===== src/rtl/hc21_ste_pkg.sv =====
// Shared definitions for the HC21 STE bus slave: command codes, bus widths
// and the transfer state machine encoding.
package hc21_ste_pkg;

    localparam int ADDR_W     = 20;
    localparam int DATA_W     = 8;
    localparam int LOC_ADDR_W = 12;

    localparam logic [2:0] CM_MEM_RD = 3'b111;
    localparam logic [2:0] CM_MEM_WR = 3'b110;
    localparam logic [2:0] CM_IO_RD  = 3'b101;
    localparam logic [2:0] CM_IO_WR  = 3'b100;
    localparam logic [2:0] CM_VEC    = 3'b011;

    typedef enum logic [2:0] {
        IDLE,
        DECODE,
        ACCESS,
        ACK,
        ERR,
        IGNORE
    } ste_state_t;

endpackage


===== src/rtl/hc21_sync2.sv =====
// Two-flop synchroniser for an active-low asynchronous strobe; resets to the
// inactive (high) level so no transfer is seen coming out of reset.
module hc21_sync2 (
    input  logic i_clk,
    input  logic i_rst,
    input  logic i_d,
    output logic o_q
);

    logic r_meta;
    logic r_sync;

    always_ff @(posedge i_clk or posedge i_rst) begin
        if (i_rst) begin
            r_meta <= 1'b1;
            r_sync <= 1'b1;
        end else begin
            r_meta <= i_d;
            r_sync <= r_meta;
        end
    end

    assign o_q = r_sync;

endmodule


===== src/rtl/hc21_ste_slave_interface.sv =====
// STE bus slave: decodes a strobed command/address, runs a local access with
// wait states and a timeout, and answers with DATACK_n or TFRERR_n.
module hc21_ste_slave_interface
    import hc21_ste_pkg::*;
#(
    parameter logic [ADDR_W-1:0]     MEM_BASE    = 20'hF0000,
    parameter int                    MEM_BITS    = 12,
    parameter logic [LOC_ADDR_W-1:0] IO_BASE     = 12'h200,
    parameter int                    IO_BITS     = 4,
    parameter int                    WAIT_STATES = 2,
    parameter int                    TIMEOUT     = 64,
    parameter logic [DATA_W-1:0]     VECTOR      = 8'hFF
) (
    input  logic                  sysclk,
    input  logic                  reset,
    input  logic                  busstb_n,
    input  logic [2:0]            cm,
    input  logic [ADDR_W-1:0]     adr,
    input  logic [DATA_W-1:0]     dat_in,
    output logic [DATA_W-1:0]     dat_out,
    output logic                  dat_oe,
    output logic                  datack_n,
    output logic                  tfrerr_n,
    output logic [LOC_ADDR_W-1:0] loc_addr,
    output logic                  loc_rd,
    output logic                  loc_wr,
    output logic [DATA_W-1:0]     loc_wdata,
    input  logic [DATA_W-1:0]     loc_rdata,
    input  logic                  loc_rdy,
    input  logic                  irq_pend
);

    localparam int MIN_ACCESS = (WAIT_STATES < 1) ? 1 : WAIT_STATES;
    localparam int CNT_W      = $clog2(TIMEOUT + 1);
    localparam logic [CNT_W-1:0] CNT_MIN = CNT_W'(MIN_ACCESS);
    localparam logic [CNT_W-1:0] CNT_MAX = CNT_W'(TIMEOUT);
    localparam logic [LOC_ADDR_W-1:0] MEM_MASK =
        LOC_ADDR_W'((ADDR_W'(1) << MEM_BITS) - ADDR_W'(1));
    localparam logic [LOC_ADDR_W-1:0] IO_MASK =
        LOC_ADDR_W'((LOC_ADDR_W'(1) << IO_BITS) - LOC_ADDR_W'(1));

    ste_state_t r_state;
    ste_state_t w_nextState;

    logic                  w_stbS;
    logic [2:0]            r_cm;
    logic [ADDR_W-1:0]     r_adr;
    logic [DATA_W-1:0]     r_din;
    logic                  r_irq;
    logic [CNT_W-1:0]      r_cnt;
    logic [CNT_W-1:0]      w_elapsed;

    logic                  w_isRead;
    logic                  w_memHit;
    logic                  w_ioHit;
    logic                  w_vecHit;
    logic [LOC_ADDR_W-1:0] w_memOff;
    logic [LOC_ADDR_W-1:0] w_ioOff;

    logic [DATA_W-1:0]     r_datOut, w_datOut;
    logic                  r_datOe, w_datOe;
    logic                  r_datackN, w_datackN;
    logic                  r_tfrerrN, w_tfrerrN;
    logic [LOC_ADDR_W-1:0] r_locAddr, w_locAddr;
    logic                  r_locRd, w_locRd;
    logic                  r_locWr, w_locWr;
    logic [DATA_W-1:0]     r_locWdata, w_locWdata;

    hc21_sync2 u_stbSync (
        .i_clk (sysclk),
        .i_rst (reset),
        .i_d   (busstb_n),
        .o_q   (w_stbS)
    );

    // Decode works on the values captured at strobe start, never the live bus.
    assign w_isRead = (r_cm == CM_MEM_RD) || (r_cm == CM_IO_RD);
    assign w_memHit = ((r_cm == CM_MEM_RD) || (r_cm == CM_MEM_WR)) &&
                      ((r_adr >> MEM_BITS) == (MEM_BASE >> MEM_BITS));
    assign w_ioHit  = ((r_cm == CM_IO_RD) || (r_cm == CM_IO_WR)) &&
                      ((r_adr[LOC_ADDR_W-1:0] >> IO_BITS) == (IO_BASE >> IO_BITS));
    assign w_vecHit = (r_cm == CM_VEC) && r_irq;
    assign w_memOff = r_adr[LOC_ADDR_W-1:0] & MEM_MASK;
    assign w_ioOff  = r_adr[LOC_ADDR_W-1:0] & IO_MASK;
    assign w_elapsed = r_cnt + CNT_W'(1);

    always_ff @(posedge sysclk or posedge reset) begin
        if (reset) begin
            r_state <= IDLE;
            r_cm    <= '0;
            r_adr   <= '0;
            r_din   <= '0;
            r_irq   <= 1'b0;
            r_cnt   <= '0;
        end else begin
            r_state <= w_nextState;
            if (r_state == IDLE && !w_stbS) begin
                r_cm  <= cm;
                r_adr <= adr;
                r_din <= dat_in;
                r_irq <= irq_pend;
            end
            if (r_state == ACCESS && w_nextState == ACCESS)
                r_cnt <= (r_cnt == CNT_MAX) ? r_cnt : w_elapsed;
            else
                r_cnt <= '0;
        end
    end

    // A rising strobe always wins; in ACCESS a ready beats a same-cycle timeout.
    always_comb begin
        w_nextState = r_state;
        case (r_state)
            IDLE:    if (!w_stbS) w_nextState = DECODE;
            DECODE: begin
                if (w_stbS)                    w_nextState = IDLE;
                else if (w_memHit || w_ioHit)  w_nextState = ACCESS;
                else if (w_vecHit)             w_nextState = ACK;
                else                           w_nextState = IGNORE;
            end
            ACCESS: begin
                if (w_stbS)                               w_nextState = IDLE;
                else if (loc_rdy && w_elapsed >= CNT_MIN) w_nextState = ACK;
                else if (w_elapsed >= CNT_MAX)            w_nextState = ERR;
            end
            ACK, ERR, IGNORE: if (w_stbS) w_nextState = IDLE;
            default: w_nextState = IDLE;
        endcase
    end

    // Outputs are decoded from the next state and registered below.
    always_comb begin
        w_datackN  = 1'b1;
        w_tfrerrN  = 1'b1;
        w_datOe    = 1'b0;
        w_locRd    = 1'b0;
        w_locWr    = 1'b0;
        w_datOut   = r_datOut;
        w_locAddr  = r_locAddr;
        w_locWdata = r_locWdata;
        case (w_nextState)
            IDLE: begin
                w_datOut   = '0;
                w_locAddr  = '0;
                w_locWdata = '0;
            end
            ACCESS: begin
                w_locRd = w_isRead;
                w_locWr = !w_isRead;
                if (r_state == DECODE) begin
                    w_locAddr  = w_memHit ? w_memOff : w_ioOff;
                    w_locWdata = r_din;
                end
            end
            ACK: begin
                w_datackN = 1'b0;
                w_datOe   = w_isRead || (r_cm == CM_VEC);
                if (r_state == DECODE)
                    w_datOut = VECTOR;
                else if (r_state == ACCESS && w_isRead)
                    w_datOut = loc_rdata;
            end
            ERR: w_tfrerrN = 1'b0;
            default: ;
        endcase
    end

    always_ff @(posedge sysclk or posedge reset) begin
        if (reset) begin
            r_datOut   <= '0;
            r_datOe    <= 1'b0;
            r_datackN  <= 1'b1;
            r_tfrerrN  <= 1'b1;
            r_locAddr  <= '0;
            r_locRd    <= 1'b0;
            r_locWr    <= 1'b0;
            r_locWdata <= '0;
        end else begin
            r_datOut   <= w_datOut;
            r_datOe    <= w_datOe;
            r_datackN  <= w_datackN;
            r_tfrerrN  <= w_tfrerrN;
            r_locAddr  <= w_locAddr;
            r_locRd    <= w_locRd;
            r_locWr    <= w_locWr;
            r_locWdata <= w_locWdata;
        end
    end

    assign dat_out   = r_datOut;
    assign dat_oe    = r_datOe;
    assign datack_n  = r_datackN;
    assign tfrerr_n  = r_tfrerrN;
    assign loc_addr  = r_locAddr;
    assign loc_rd    = r_locRd;
    assign loc_wr    = r_locWr;
    assign loc_wdata = r_locWdata;

endmodule


===== config.mk =====
export PLATFORM = sky130hd
export DESIGN_NAME = hc21_ste_slave_interface
export DESIGN_NICKNAME = d
export VERILOG_FILES = /design/src/rtl/hc21_ste_pkg.sv /design/src/rtl/hc21_sync2.sv /design/src/rtl/hc21_ste_slave_interface.sv
export SDC_FILE = /design/constraint.sdc
export NUM_CORES = 1
export LEC_CHECK = 0
export CORE_ASPECT_RATIO = 1.5
export CORE_MARGIN = 5
export CORE_UTILIZATION = 52
export CTS_BUF_LIST = sky130_fd_sc_hd__clkbuf_8
export CTS_CLUSTER_DIAMETER = 100
export CTS_CLUSTER_SIZE = 20
export DETAILED_ROUTE_END_ITERATION = 7
export GPL_ROUTABILITY_DRIVEN = 0
export PLACE_DENSITY_LB_ADDON = 0.15
export SLEW_MARGIN = 10
export SYNTH_ARGS = -nofsm -noshare
export SYNTH_HDL_FRONTEND = slang
export SYNTH_HIERARCHICAL = 1
export SYNTH_SLANG_ARGS = --single-unit

===== constraint.sdc =====
create_clock -name sysclk -period 3.4 [get_ports sysclk]
set_input_delay 0.68 -clock sysclk [delete_from_list [all_inputs] [get_ports sysclk]]
set_output_delay 0.68 -clock sysclk [all_outputs]
set_load 0.1 [all_outputs]

==> results.yml <==
flow_run:
  maxCapViolations: 0
logic_synthesis:
  ys.flop_type: "dfrtp_1"
  ys_async_sr_fraction_pct: 100
  synth-edff-count: 0
  ys_seq_area_share_pct: 57.2
  synth_cells: 298
  yosysUniqueCellTypes: 48
  synthMuxAreaShare_pct: 12.9
  synth_adder_area_share_pct: 1.11
  synth_area_per_cell_um2: 11.3
  synth_top_family_by_area: "simple AND/OR/NAND/NOR gates"
  synth_nets: 345
  synth-seq-cells: 77
  synth-simple-area-share_pct: 15.0
  synthXorXnorAreaFrac_pct: 1.30
  syn_area_um2: 3380
  synth_compound_area_share_pct: 7.78
  synth_warnings: 6
grt:
  antenna_found_initial: 0
  grt_max_degree: 76
  grt_pass1_wl_mm: 11.9
  track_usage_pct: 19.0
  grt_pass1_vias: 2585
  grt-ovfl-total: 0
setup_path:
  r2r_end: "loc_addr[6]$_DFFE_PP0P_"
  cp_top_family: "simple AND/OR/NAND/NOR gates"
  cp_slowest_stage_delay_ns: 0.53
  cp.arrival_ns: 2.85
  crit_fanout: 20
  ff2ff_path_depth: 7
  crit_required_ns: 3.63
  cp-end-kind: "flip-flop"
  rrSetupSlack_ns: 0.78
  cp_cell_sequence: "inv_1 -> ha_1 -> or4_1 -> o2111ai_1 -> nand4_2 -> or3_4 -> a32o_1"
  worstSetupPathType: "reg -> reg"
  cp-start-kind: "flip-flop"
  slowest_stage: "or4_1"
  critPathBufInv: 1
  r2r-start: "r_cnt[0]$_DFFE_PP0P_"
detailed_routing:
  via_count: 2452
  first_pass_iters: 4
  ant_nets: 0
  routedWlPerCell_um: 15.9
  drt-vias-per-instance: 5.41
  drc: 0
  drt-initial-drc-count: 127
  totalWireLength_mm: 7.21
sta:
  finalHoldViolations: 0
  max_freq_mhz: 381
  maxSlewHeadroom_pct: 34.2
  setup_viol: 0
  slew_viol_final: 0
  rsz0062_at_grt: "no"
  fin_worst_skew_ns: 0.0111
  fin_crit_sh_pct: 77.1
  finalSetupTns_ns: 0
  tightest_slew_ns: 0.984
  min_period_ns: 2.62
cts:
  htreeDepth: 3
  hold_buffers: 0
  tritoncts: "built"
  clk_latency_ns: 0.34
  clk_pin_slew_ns: 0.08
  cts_post_setup_buffers_inserted: 0
  clk_path_buf_depth: 2
  cts_buffers: 9
  cts.sinks: 77
  cts-root-buf: "clkbuf_8"
  postCtsResizedCells: 0
worst_hold_path:
  whs_endpoint: "u_stbSync/o_q$_DFF_PP1_"
  holdCritPathClass: "reg -> reg"
  hp-start: "u_stbSync/r_meta$_DFF_PP1_"
  min_path_cells: 0
pwr:
  power.density_nw_per_um2: 726
  power.leakage_nw: 2.02
  power.total_w: 0.00318
  peakVddDrop_uv: 395
floorplanning:
  core_area_um2: 6400
  ios: 77
  start_util_pct: 52.8
  row_count: 36
  die-area_um2: 8240
  die_x_um: 75.8
  die_y_um: 109
placement:
  dp_hpwl_mm: 5.04
  place.port_buffers: 76
layout:
  num-nets-final: 419
  synthToLayoutAreaGrowth_pct: 29.8
  n_antenna_cell: 0
  drive_gt1_share_pct: 18.6
outcome:
  status: "completed"
-- metrics by stage --
step | hold WS [ns] | utilization [%] | setup slack (ns) | std cells | area (um2)
floorplan | 0.345 | - | 0.813 | 298 | 3380
global placement | 0.350 | 65.0 | 0.818 | 437 | 4160
detailed placement | 0.350 | 65.0 | 0.795 | 437 | 4160
CTS | 0.367 | 68.5 | 0.776 | 453 | 4380
global route | 0.371 | 68.5 | 0.599 | 453 | 4380
finish | 0.364 | 68.5 | 0.779 | 453 | 4380
-- cells by family (layout without fill, tap and decap cells) --
family / count (synthesis) / after routing
fa+ha+maj: 3 / 3
compound gates: 36 / 36
simple gates: 99 / 99
xor+xnor: 5 / 5
buf+inv: 36 / 115
flops: 77 / 77
other cells: 1 / 1
mux: 41 / 41
-- cells in the mapped netlist, types with 3 or more instances --
master     n  share of area (%)
buf_2      3               0.44
a32o_1     8                2.4
nand4_1    6                1.1
nor2b_1    3               0.56
a21oi_1    5               0.74
clkbuf_1  12                1.3
xnor2_1    3               0.78
nand2_1   39                4.3
ha_1       3                1.1
nor3_1     8                1.2
nor2_1    19                2.1
dfstp_2    4                3.1
dfrtp_1   73                 54
mux2_2    20                6.7
mux2i_1   21                6.2
inv_1     19                2.1
o21ai_0   12                1.8
-- worst max-delay path by stage --
| stage | from | to | slack (ns) | cells after the start |
|---|---|---|---|---|
| 6_report | r_cnt[0]$_DFFE_PP0P_ | loc_addr[6]$_DFFE_PP0P_ | 0.78 | 7 |
| 3_5_place_dp | r_cnt[0]$_DFFE_PP0P_ | loc_addr[6]$_DFFE_PP0P_ | 0.79 | 7 |
| 4_1_cts | r_cnt[0]$_DFFE_PP0P_ | loc_addr[6]$_DFFE_PP0P_ | 0.78 | 7 |
| 3_3_place_gp | r_cnt[0]$_DFFE_PP0P_ | loc_addr[4]$_DFFE_PP0P_ | 0.82 | 7 |
| 5_1_grt | r_state[1]$_DFF_PP0_ | dat_out[6]$_DFFE_PP0P_ | 0.60 | 6 |
| 2_1_floorplan | reset | dat_oe$_DFF_PP0_ | 0.81 | 1 |
-- power by group --
group	switching (W)	internal, W
combinational	0.000702	0.000372
sequential	0.000169	0.00117
clock	0.000330	0.000434
-- worst register-to-register path: cells and delay by family, from the launching register on --
kind,cells,cell delay [ns]
AO/OA/AOI/OAI,2,0.44
adder cells (fa/ha/maj),1,0.33
flip-flops,1,0.47
buffers and inverters,1,0.08
AND/OR/NAND/NOR,3,1.21
-- layout by cell type, fill, tap and decap left out, types with 2 or more instances in the layout --
cell type        instances
a21oi_1                  4
a32o_1                   8
and2_1                   2
and3_1                   2
buf_4                   22
bufinv_16                2
clkbuf_8                10
clkdlybuf4s50_1         57
dfrtp_1                 73
dfstp_2                  4
ha_1                     3
inv_1                   19
mux2_2                  20
mux2i_1                 21
nand2_1                 39
nand2b_1                 2
nand3_1                  2
nand4_1                  6
nand4b_1                 2
nor2_1                  19
nor2b_1                  3
nor3_1                   8
nor3b_1                  2
o211ai_1                 2
o21ai_0                 12
xnor2_1                  3
xor2_1                   2
-- state kept, by name, indices dropped and copies added, names as in the netlist --
| name | cells |
|---|---|
| r_adr | 20 |
| loc_addr | 12 |
| dat_out | 8 |
| loc_wdata | 8 |
| r_din | 8 |
| r_cnt | 7 |
| r_cm | 3 |
| r_state | 3 |
| dat_oe | 1 |
| datack_n | 1 |
| loc_rd | 1 |
| loc_wr | 1 |
| r_irq | 1 |
| tfrerr_n | 1 |
| u_stbSync/o_q | 1 |
| u_stbSync/r_meta | 1 |
-- final cells by class --
class / count / area (um2)
fillers: 499 / 2010
well taps: 76 / 95.1
inverters: 19 / 71.3
multi-input cells: 185 / 1300
clock inverters: 6 / 86.3
flip-flops and latches: 77 / 1930
clock buffers: 10 / 138
repair buffers: 80 / 756
-- per-layer routing --
| layer | GRT usage (%) | vias to the layer above | share of wire, % |
|---|---|---|---|
| met5 | 0 | - | 0 |
| met4 | 7.50 | 0 | 1.7 |
| met3 | 3.78 | 12 | 4.8 |
| met2 | 32.5 | 57 | 52 |
| met1 | 22.8 | 1209 | 41 |
| li1 | - | 1174 | - |
Power figures use the tool's default switching activity.
